--- src/rtl/boot_pkg.sv ---
// Shared types for the boot loader: FSM state encoding and frame-length constants.
package boot_pkg;

    typedef enum logic [2:0] {
        LEN,
        DATA,
        SUM,
        RUN,
        ERROR
    } boot_state_t;

    // A length byte of zero encodes a full 256-byte payload.
    localparam logic [8:0] LEN_ZERO_MEANS = 9'd256;

endpackage

--- src/rtl/boot_bus_mux.sv ---
// Single-master select on the 8-bit memory bus: CPU when it owns the bus, loader otherwise.
// Purely combinational, zero latency; no backpressure.
module boot_bus_mux (
    input  logic       cpu_owns,
    input  logic [7:0] cpu_addr,
    input  logic [7:0] cpu_wdata,
    input  logic       cpu_we,
    input  logic [7:0] ldr_addr,
    input  logic [7:0] ldr_wdata,
    input  logic       ldr_we,
    output logic [7:0] mem_addr,
    output logic [7:0] mem_wdata,
    output logic       mem_we
);

    assign mem_addr  = cpu_owns ? cpu_addr  : ldr_addr;
    assign mem_wdata = cpu_owns ? cpu_wdata : ldr_wdata;
    assign mem_we    = cpu_owns ? cpu_we    : ldr_we;

endmodule

--- src/rtl/boot_loader.sv ---
// Boot loader: receives length/payload/checksum frame, writes program memory, then releases the CPU.
// Memory write in the same cycle as each payload handshake; rx_ready drops outside load states and on load_req.
module boot_loader
    import boot_pkg::*;
#(
    parameter bit SKIP_LOAD = 1'b0
) (
    input  logic       clk,
    input  logic       reset,
    input  logic       load_req,
    input  logic       rx_valid,
    input  logic [7:0] rx_data,
    output logic       rx_ready,
    output logic       cpu_reset,
    input  logic [7:0] cpu_addr,
    input  logic [7:0] cpu_wdata,
    input  logic       cpu_we,
    output logic [7:0] cpu_rdata,
    output logic [7:0] mem_addr,
    output logic [7:0] mem_wdata,
    output logic       mem_we,
    input  logic [7:0] mem_rdata,
    output logic       load_err,
    output logic       loading
);

    localparam boot_state_t RESET_STATE = SKIP_LOAD ? RUN : LEN;

    boot_state_t state_q, state_d;
    logic [8:0]  len_q, len_d;
    logic [8:0]  cnt_q, cnt_d;
    logic [7:0]  sum_q, sum_d;

    logic        acc;
    logic        cpu_owns;
    logic        ldr_we;

    always_ff @(posedge clk) begin
        if (reset) begin
            state_q <= RESET_STATE;
            len_q   <= '0;
            cnt_q   <= '0;
            sum_q   <= '0;
        end else begin
            state_q <= state_d;
            len_q   <= len_d;
            cnt_q   <= cnt_d;
            sum_q   <= sum_d;
        end
    end

    // load_req wins over any byte offered in the same cycle; rx_ready is already low then.
    always_comb begin
        state_d = state_q;
        len_d   = len_q;
        cnt_d   = cnt_q;
        sum_d   = sum_q;
        if (load_req) begin
            state_d = LEN;
        end else if (acc) begin
            case (state_q)
                LEN: begin
                    len_d   = (rx_data == 8'd0) ? LEN_ZERO_MEANS : {1'b0, rx_data};
                    cnt_d   = '0;
                    sum_d   = '0;
                    state_d = DATA;
                end
                DATA: begin
                    sum_d = sum_q + rx_data;
                    cnt_d = cnt_q + 9'd1;
                    if (cnt_q + 9'd1 == len_q) begin
                        state_d = SUM;
                    end
                end
                SUM: begin
                    state_d = (rx_data == sum_q) ? RUN : ERROR;
                end
                default: begin
                end
            endcase
        end
    end

    always_comb begin
        loading  = 1'b0;
        load_err = 1'b0;
        cpu_owns = 1'b0;
        case (state_q)
            LEN, DATA, SUM: loading  = 1'b1;
            RUN:            cpu_owns = 1'b1;
            ERROR:          load_err = 1'b1;
            default: begin
            end
        endcase
    end

    assign rx_ready  = loading & ~load_req;
    assign acc       = rx_valid & rx_ready;
    assign ldr_we    = (state_q == DATA) & acc;
    assign cpu_reset = ~cpu_owns;
    assign cpu_rdata = mem_rdata;

    boot_bus_mux u_bus_mux (
        .cpu_owns  (cpu_owns),
        .cpu_addr  (cpu_addr),
        .cpu_wdata (cpu_wdata),
        .cpu_we    (cpu_we),
        .ldr_addr  (cnt_q[7:0]),
        .ldr_wdata (rx_data),
        .ldr_we    (ldr_we),
        .mem_addr  (mem_addr),
        .mem_wdata (mem_wdata),
        .mem_we    (mem_we)
    );

endmodule

--- config.mk ---
export PLATFORM = sky130hd
export DESIGN_NAME = boot_loader
export DESIGN_NICKNAME = d
export VERILOG_FILES = /design/src/rtl/boot_pkg.sv /design/src/rtl/boot_bus_mux.sv /design/src/rtl/boot_loader.sv
export SDC_FILE = /design/constraint.sdc
export NUM_CORES = 1
export LEC_CHECK = 0
export ABC_AREA = 1
export BUFFER_PORTS_ARGS = -buffer_cell sky130_fd_sc_hd__buf_2
export CELL_PAD_IN_SITES_DETAIL_PLACEMENT = 0
export CELL_PAD_IN_SITES_GLOBAL_PLACEMENT = 1
export CORE_MARGIN = 1.5
export CORE_UTILIZATION = 35
export DETAILED_ROUTE_END_ITERATION = 8
export HOLD_SLACK_MARGIN = 0.02
export MAX_ROUTING_LAYER = met4
export PLACE_DENSITY = 0.82
export SLEW_MARGIN = 20
export SYNTH_ARGS = -nofsm -noshare
export SYNTH_HDL_FRONTEND = slang
export SYNTH_HIERARCHICAL = 1
export SYNTH_SLANG_ARGS = --single-unit
--- constraint.sdc ---
create_clock -name clk -period 2 [get_ports clk]
set_input_delay 0.1 -clock clk [delete_from_list [all_inputs] [get_ports clk]]
set_output_delay 0.1 -clock clk [all_outputs]
set_load 0.05 [all_outputs]
== After elaboration in Yosys (flattened, before gate mapping) ==
Cells that the tools add are included.
Storage, ports and cells
  bits in latches: 0
  bits in read-only memories: 0
  output and inout bits: 29
  bits in registers: 29
  RAM bits: 0
  input port bits: 37
  memories: 0
  logic and storage cells: 39
Cells by class
  shift-type cells: 0
  bitwise gates (word level): 5
  multiply operators: 0
  $add $sub $neg: 2
  eq/ne operators: 7
  mux-type cells: 12
  reduce and logical (&&, ||, !) cells: 9
  magnitude comparators: 0
  div/mod/pow operators: 0
Operator list (count)
  $pmux W9 S2: 1
  $mux W8: 2
  $pmux W8 S2: 1
  $add A9 B1 Y9 const B: 1
  $eq A9 B9 Y1: 1
  $mux W9: 1
  $pmux W3 S3: 1
  $reduce_and A3 Y1: 3
  $add A8 B8 Y8: 1
  $eq A8 B8 Y1: 1
  $logic_not A8 Y1: 1
  $eq A3 B2 Y1 const B: 2
  $mux W3: 2
  $mux W1: 4
  $and A1 B1 Y1: 3
  $eq A3 B1 Y1 const B: 1
  $eq A3 B3 Y1 const B: 1
  $logic_not A3 Y1: 1
  $reduce_bool A3 Y1: 1
  $reduce_or A3 Y1: 1
  $ne A2 B2 Y1 const B: 1
  $not A1 Y1: 2
  $reduce_bool A2 Y1: 1
  $reduce_or A2 Y1: 1

== Depth between registers and ports, before layout ==
  depth in word-level cells: 7
  gate-level depth with buffers: 12
  depth with buffers taken out: 12

== By module ==
The synthesis kept the hierarchy.
By module, submodules not included
  boot_loader: cells an instance 274, instances 1, sequential area each 580.6 sq um, area an instance 1884.3 sq um
  boot_bus_mux: cells an instance 55, instances 1, sequential area each 0.0 sq um, area an instance 255.2 sq um

== Least setup slack after synthesis ==
No wires, ideal clock.
  kind: register to output
  start: register state_q[0]
  end: output port mem_we
  data arrival time: 1.913 ns
  path buffers: 1
  cell stages (with the launch flop): 9
  required time: 1.900 ns
  path slack: -0.013 ns
  cells stage by stage: dfxtp_1 > a21oi_2 > nand2_2 > nor2_4 > nand2_1 > inv_2 > buf_4 > nand2_1 > nand2_1
On the way
  cells in the longest elaborated chain, start to end: 7
  elaborated cells between the ends (all ways): 11
  classes of those cells: eq/ne (3); mux (3); bitwise (3); reduce/logical (2)
RTL lines
  start, declared: line boot_loader.sv:29  | boot_state_t state_q, state_d;
  start signal, assigned: line boot_loader.sv:45  | state_q <= state_d;
  $eq A3 B1 Y1 (tied with other cells): line boot_loader.sv:88  | case (state_q)
  $reduce_or A3 Y1 *: line boot_loader.sv:88
  $mux W1 *: line boot_loader.sv:88
  net loading: line boot_loader.sv:24  | output logic loading
  $and A1 B1 Y1 *: line boot_loader.sv:97  | assign rx_ready = loading & ~load_req;
  $and A1 B1 Y1 *: line boot_loader.sv:98  | assign acc = rx_valid & rx_ready;
  $and A1 B1 Y1 *: line boot_loader.sv:99  | assign ldr_we = (state_q == DATA) & acc;
  net ldr_we: line boot_loader.sv:36  | logic ldr_we;
  $mux W1 *: line boot_bus_mux.sv:18  | assign mem_we = cpu_owns ? cpu_we : ldr_we;
  end, declared: line boot_loader.sv:21  | output logic mem_we,
The timed path passes the listed nets; every way through them passes the cells marked *.

== Final worst setup path ==
  start: register state_q[1]
  end: output port mem_addr[1]
On the way
  cells in the longest elaborated chain, start to end: 3
RTL lines
  $eq A3 B2 Y1: line boot_loader.sv:88
  $mux W1: line boot_loader.sv:88
  net cpu_owns: line boot_loader.sv:35  | logic cpu_owns;
  $mux W8: line boot_bus_mux.sv:16  | assign mem_addr = cpu_owns ? cpu_addr : ldr_addr;
  end, declared: line boot_loader.sv:19  | output logic [7:0] mem_addr,
The timed path passes the listed nets, and every way through them passes these cells.

==> summary.txt <==
STA
  • Clk_skew: 0.00386 ns
  • Final period util: 0.928
  • Max frequency: 0.539 GHz
  • Slew headroom: 0.737
  • Max Slew Vio Count: 0
  • Clock period minus worst slack: 1.86 ns
  • Final setup margin: 0.145 ns
  • Setup violations, final: 0
  • Slew @ Worst Pin: 0.394 ns
  • Final Hold Viols: 0

Synth
  • Most used flip-flop cell after synthesis: dfxtp_1
  • Area contributors post-synth: dfxtp_1 (27%), nand2_1 (20%), a21oi_1 (7.0%)
  • Unique masters post-synth: 37
  • Post-synth EDFFs: 0
  • Async SR Flop Fraction: 0
  • Cells after synthesis: 329
  • Top cell type's share of synthesized area: 0.271
  • Syn_nets: 375
  • Largest area contributor in the netlist: dfxtp_1
  • Sequential-to-total area share from yosys stat: 0.271
  • Synthesized flop and latch total: 29
  • Ys Warns: 6
  • Synthesized cell area: approximately 0.0021 mm^2
  • Average size of a mapped cell: ~6.5 um^2

Die
  • Die Height: slightly above 80 um
  • Cell Rows: 28
  • Count of boundary I/O pins: 66
  • Initial core utilization: 0.361
  • Core Area: 0.00592 mm^2
  • DIE AREA: 0.00659 mm^2
  • Die width: approximately 81 um

Worst setup path
  • Cells along the critical path: inv_1 -> nor3_4 -> buf_12 -> inv_8 -> nand2_1 -> nand2_1 -> buf_2
  • Critical Path Source Type: flip-flop
  • Crit path DAT: 1.76 ns
  • CP Capture Type: output pin
  • Max Fanout on Critical Path: 17
  • CP max stage cell: dfxtp_1
  • Most used cell, CP: nand2_1
  • Crit Path Class: reg -> out
  • Flop2flop setup slack: 0.19 ns
  • Slowest cell delay on critical path: 0.43 ns
  • Critical Path RT: 1.90 ns

Cells and area
  • Fill count: 597
  • Storage cell area: 581 um^2
  • Non-Filler Instances: roughly 450
  • # diodes: 0
  • Nets: 422
  • Multi-input logic area: 0.00131 mm^2
  • Share of layout cells above drive strength 1: 0.241
  • Layout Area Growth over Synthesis: 20.2%

Clocking
  • Hold-fix buffers at CTS: 0
  • Skew-Pair Late Insertion Delay: 0.29 ns
  • CTS H-tree depth: 2
  • Clock tree buffer depth: 2
  • Setup Fix Bufs, Post-CTS: 0
  • CTS tree: yes
  • CTS Buf Count: 5
  • Root buffer cell: clkbuf_8
  • CTS clk-pin slew, worst paths: 0.07 ns
  • CTS Sinks: 29

Routing
  • Post-route ant nets: 0
  • Average wire per standard cell: 12.0 um
  • Initial DRC Count: around 110
  • Final wirelength: 5.43 mm
  • DR vias/cell: 4.77
  • Total number of vias: 2157
  • Post-route DRC: 0
  • DR pass1 iterations: 4

Run
  • Maxcap violations: 0

Global routing
  • Gr usage total: 0.185
  • First-pass GRT wire length: ~9 mm
  • GRT overflow: 0
  • Antenna violations before repair: 0
  • Vias in the first global route: 1942
  • Largest net degree at the start of global routing: 20

Place
  • I/O Buffers: 49
  • DP Cell Count: 444
  • Placement Setup Slack: 0.206 ns
  • Dpl hpwl: 4.16 mm
  • Final GP Congestion: 0.898

Pwr
  • Power per cell area: approximately 630 mW/mm^2
  • Sequential Power Share: 0.375
  • Combinational Power Share: 0.164
  • Power share of the clock group: 0.462
  • P_sw: 0.000445 W
  • Max VDD drop: 0.000556 V
  • Switching Fraction: 0.274
  • Internal power: approximately 0.0012 W
  • P_leak: 1.26 nW

Min path
  • HP Class: in -> reg

Outcome
  • Status: finished clean
-- final timing paths --
kind                                 from                 endpoint  cells after the start
hold / removal                   load_req  state_q[2]$_SDFFE_PP0P_                      4
hold reg to reg     len_q[3]$_SDFFE_PP0P_    len_q[3]$_SDFFE_PP0P_                      2
setup / recovery  state_q[1]$_SDFFE_PP0P_              mem_addr[1]                      7
setup reg to reg    sum_q[0]$_SDFFE_PP0P_    sum_q[6]$_SDFFE_PP0P_                     10
-- sequential cells by signal, indices dropped and copies added, names as in the netlist --
signal and cells:
cnt_q 9, len_q 9, state_q 3, sum_q 8
-- power by group through the flow --
| stage | sequential, W | combinational [W] | clock [W] |
|---|---|---|---|
| after floorplan | 0.000620 | 0.000225 | 0 |
| after global placement | 0.000622 | 0.000265 | 0 |
| after detailed placement | 0.000623 | 0.000264 | 0 |
| after CTS | 0.000609 | 0.000266 | 0.000767 |
| after global routing | 0.000611 | 0.000297 | 0.000803 |
| final | 0.000609 | 0.000266 | 0.000751 |
-- cell families after synthesis --
kind of cell    Yosys count  synth area share
compound gates           54             0.137
fa+ha+maj                 9            0.0561
buf+inv                  52             0.129
flops                    29             0.271
xor+xnor                  4            0.0234
simple gates            181             0.384
-- synth_stat cells, types with 2 or more instances --
cell type,n
inv_1,34
nand4_1,3
ha_1,8
nand3b_1,2
a31oi_1,2
or2_2,2
nor3_1,6
a22oi_1,2
o21ai_0,15
buf_4,9
dfxtp_1,29
a21o_1,2
nor2_1,16
nand2_2,6
xor2_1,2
nand3_2,6
buf_6,2
a21oi_1,30
nand4_2,2
nand2_1,114
nand3_1,17
nor2_2,3
nor4_1,2
buf_2,2
-- through the flow --
| step | setup TNS [ns] | hold WS [ns] | utilization | power [W] | instance area, um^2 |
|---|---|---|---|---|---|
| 3_3_place_gp | 0 | 0.200 | 0.409 | 0.000887 | 2420 |
| 4_1_cts | 0 | 0.0862 | 0.432 | 0.00164 | 2560 |
| 3_5_place_dp | 0 | 0.200 | 0.409 | 0.000887 | 2420 |
| 2_1_floorplan | 0 | 0.240 | - | 0.000845 | 2150 |
| 5_1_grt | -0.0181 | 0.102 | 0.434 | 0.00171 | 2570 |
| 6_report | 0 | 0.0872 | 0.434 | 0.00163 | 2570 |
-- worst max-delay path: cells and delay by family, from the launching register on --
family	cells	cell delay, ns
simple gates	3	0.40
flops	1	0.43
buf+inv	4	0.63
-- area by class of cell --
cell class / count / share of cell area
inverter: 36 / 0.0564
clock buffer: 5 / 0.0268
sequential: 29 / 0.226
clock inverter: 3 / 0.0253
timing repair buffer: 56 / 0.122
tap: 75 / 0.0365
multi-input combinational: 248 / 0.508
-- cell usage in the layout (no fill, tap or decap), types with 2 or more instances in the layout --
master	instances
nand2_1	113
buf_2	48
inv_1	34
a21oi_1	30
dfxtp_1	29
nand3_1	17
nor2_1	16
o21ai_0	15
ha_1	8
nand2_2	7
buf_4	7
nand3_2	6
nor3_1	5
clkbuf_8	5
nor2_2	3
nand4_1	3
a21o_1	2
nand4_2	2
nand3b_1	2
xor2_1	2
nor4_1	2
a31oi_1	2
or2_2	2
a22oi_1	2
bufinv_16	2
-- per-layer routing --
metal | up-vias | GRT usage | wire, um
li1 | 1157 | - | -
met1 | 947 | 0.233 | 2640
met2 | 47 | 0.300 | 2530
met3 | 6 | 0.0472 | 208
met4 | 0 | 0.0397 | 48
met5 | - | - | 0
-- timing repair --
item                                    4_1_cts  5_1_grt
cloned                                        0        0
endpoints found under the setup margin        1       17
gates resized for setup                       1        3
No activity file was read; power rests on OpenSTA's default activity.
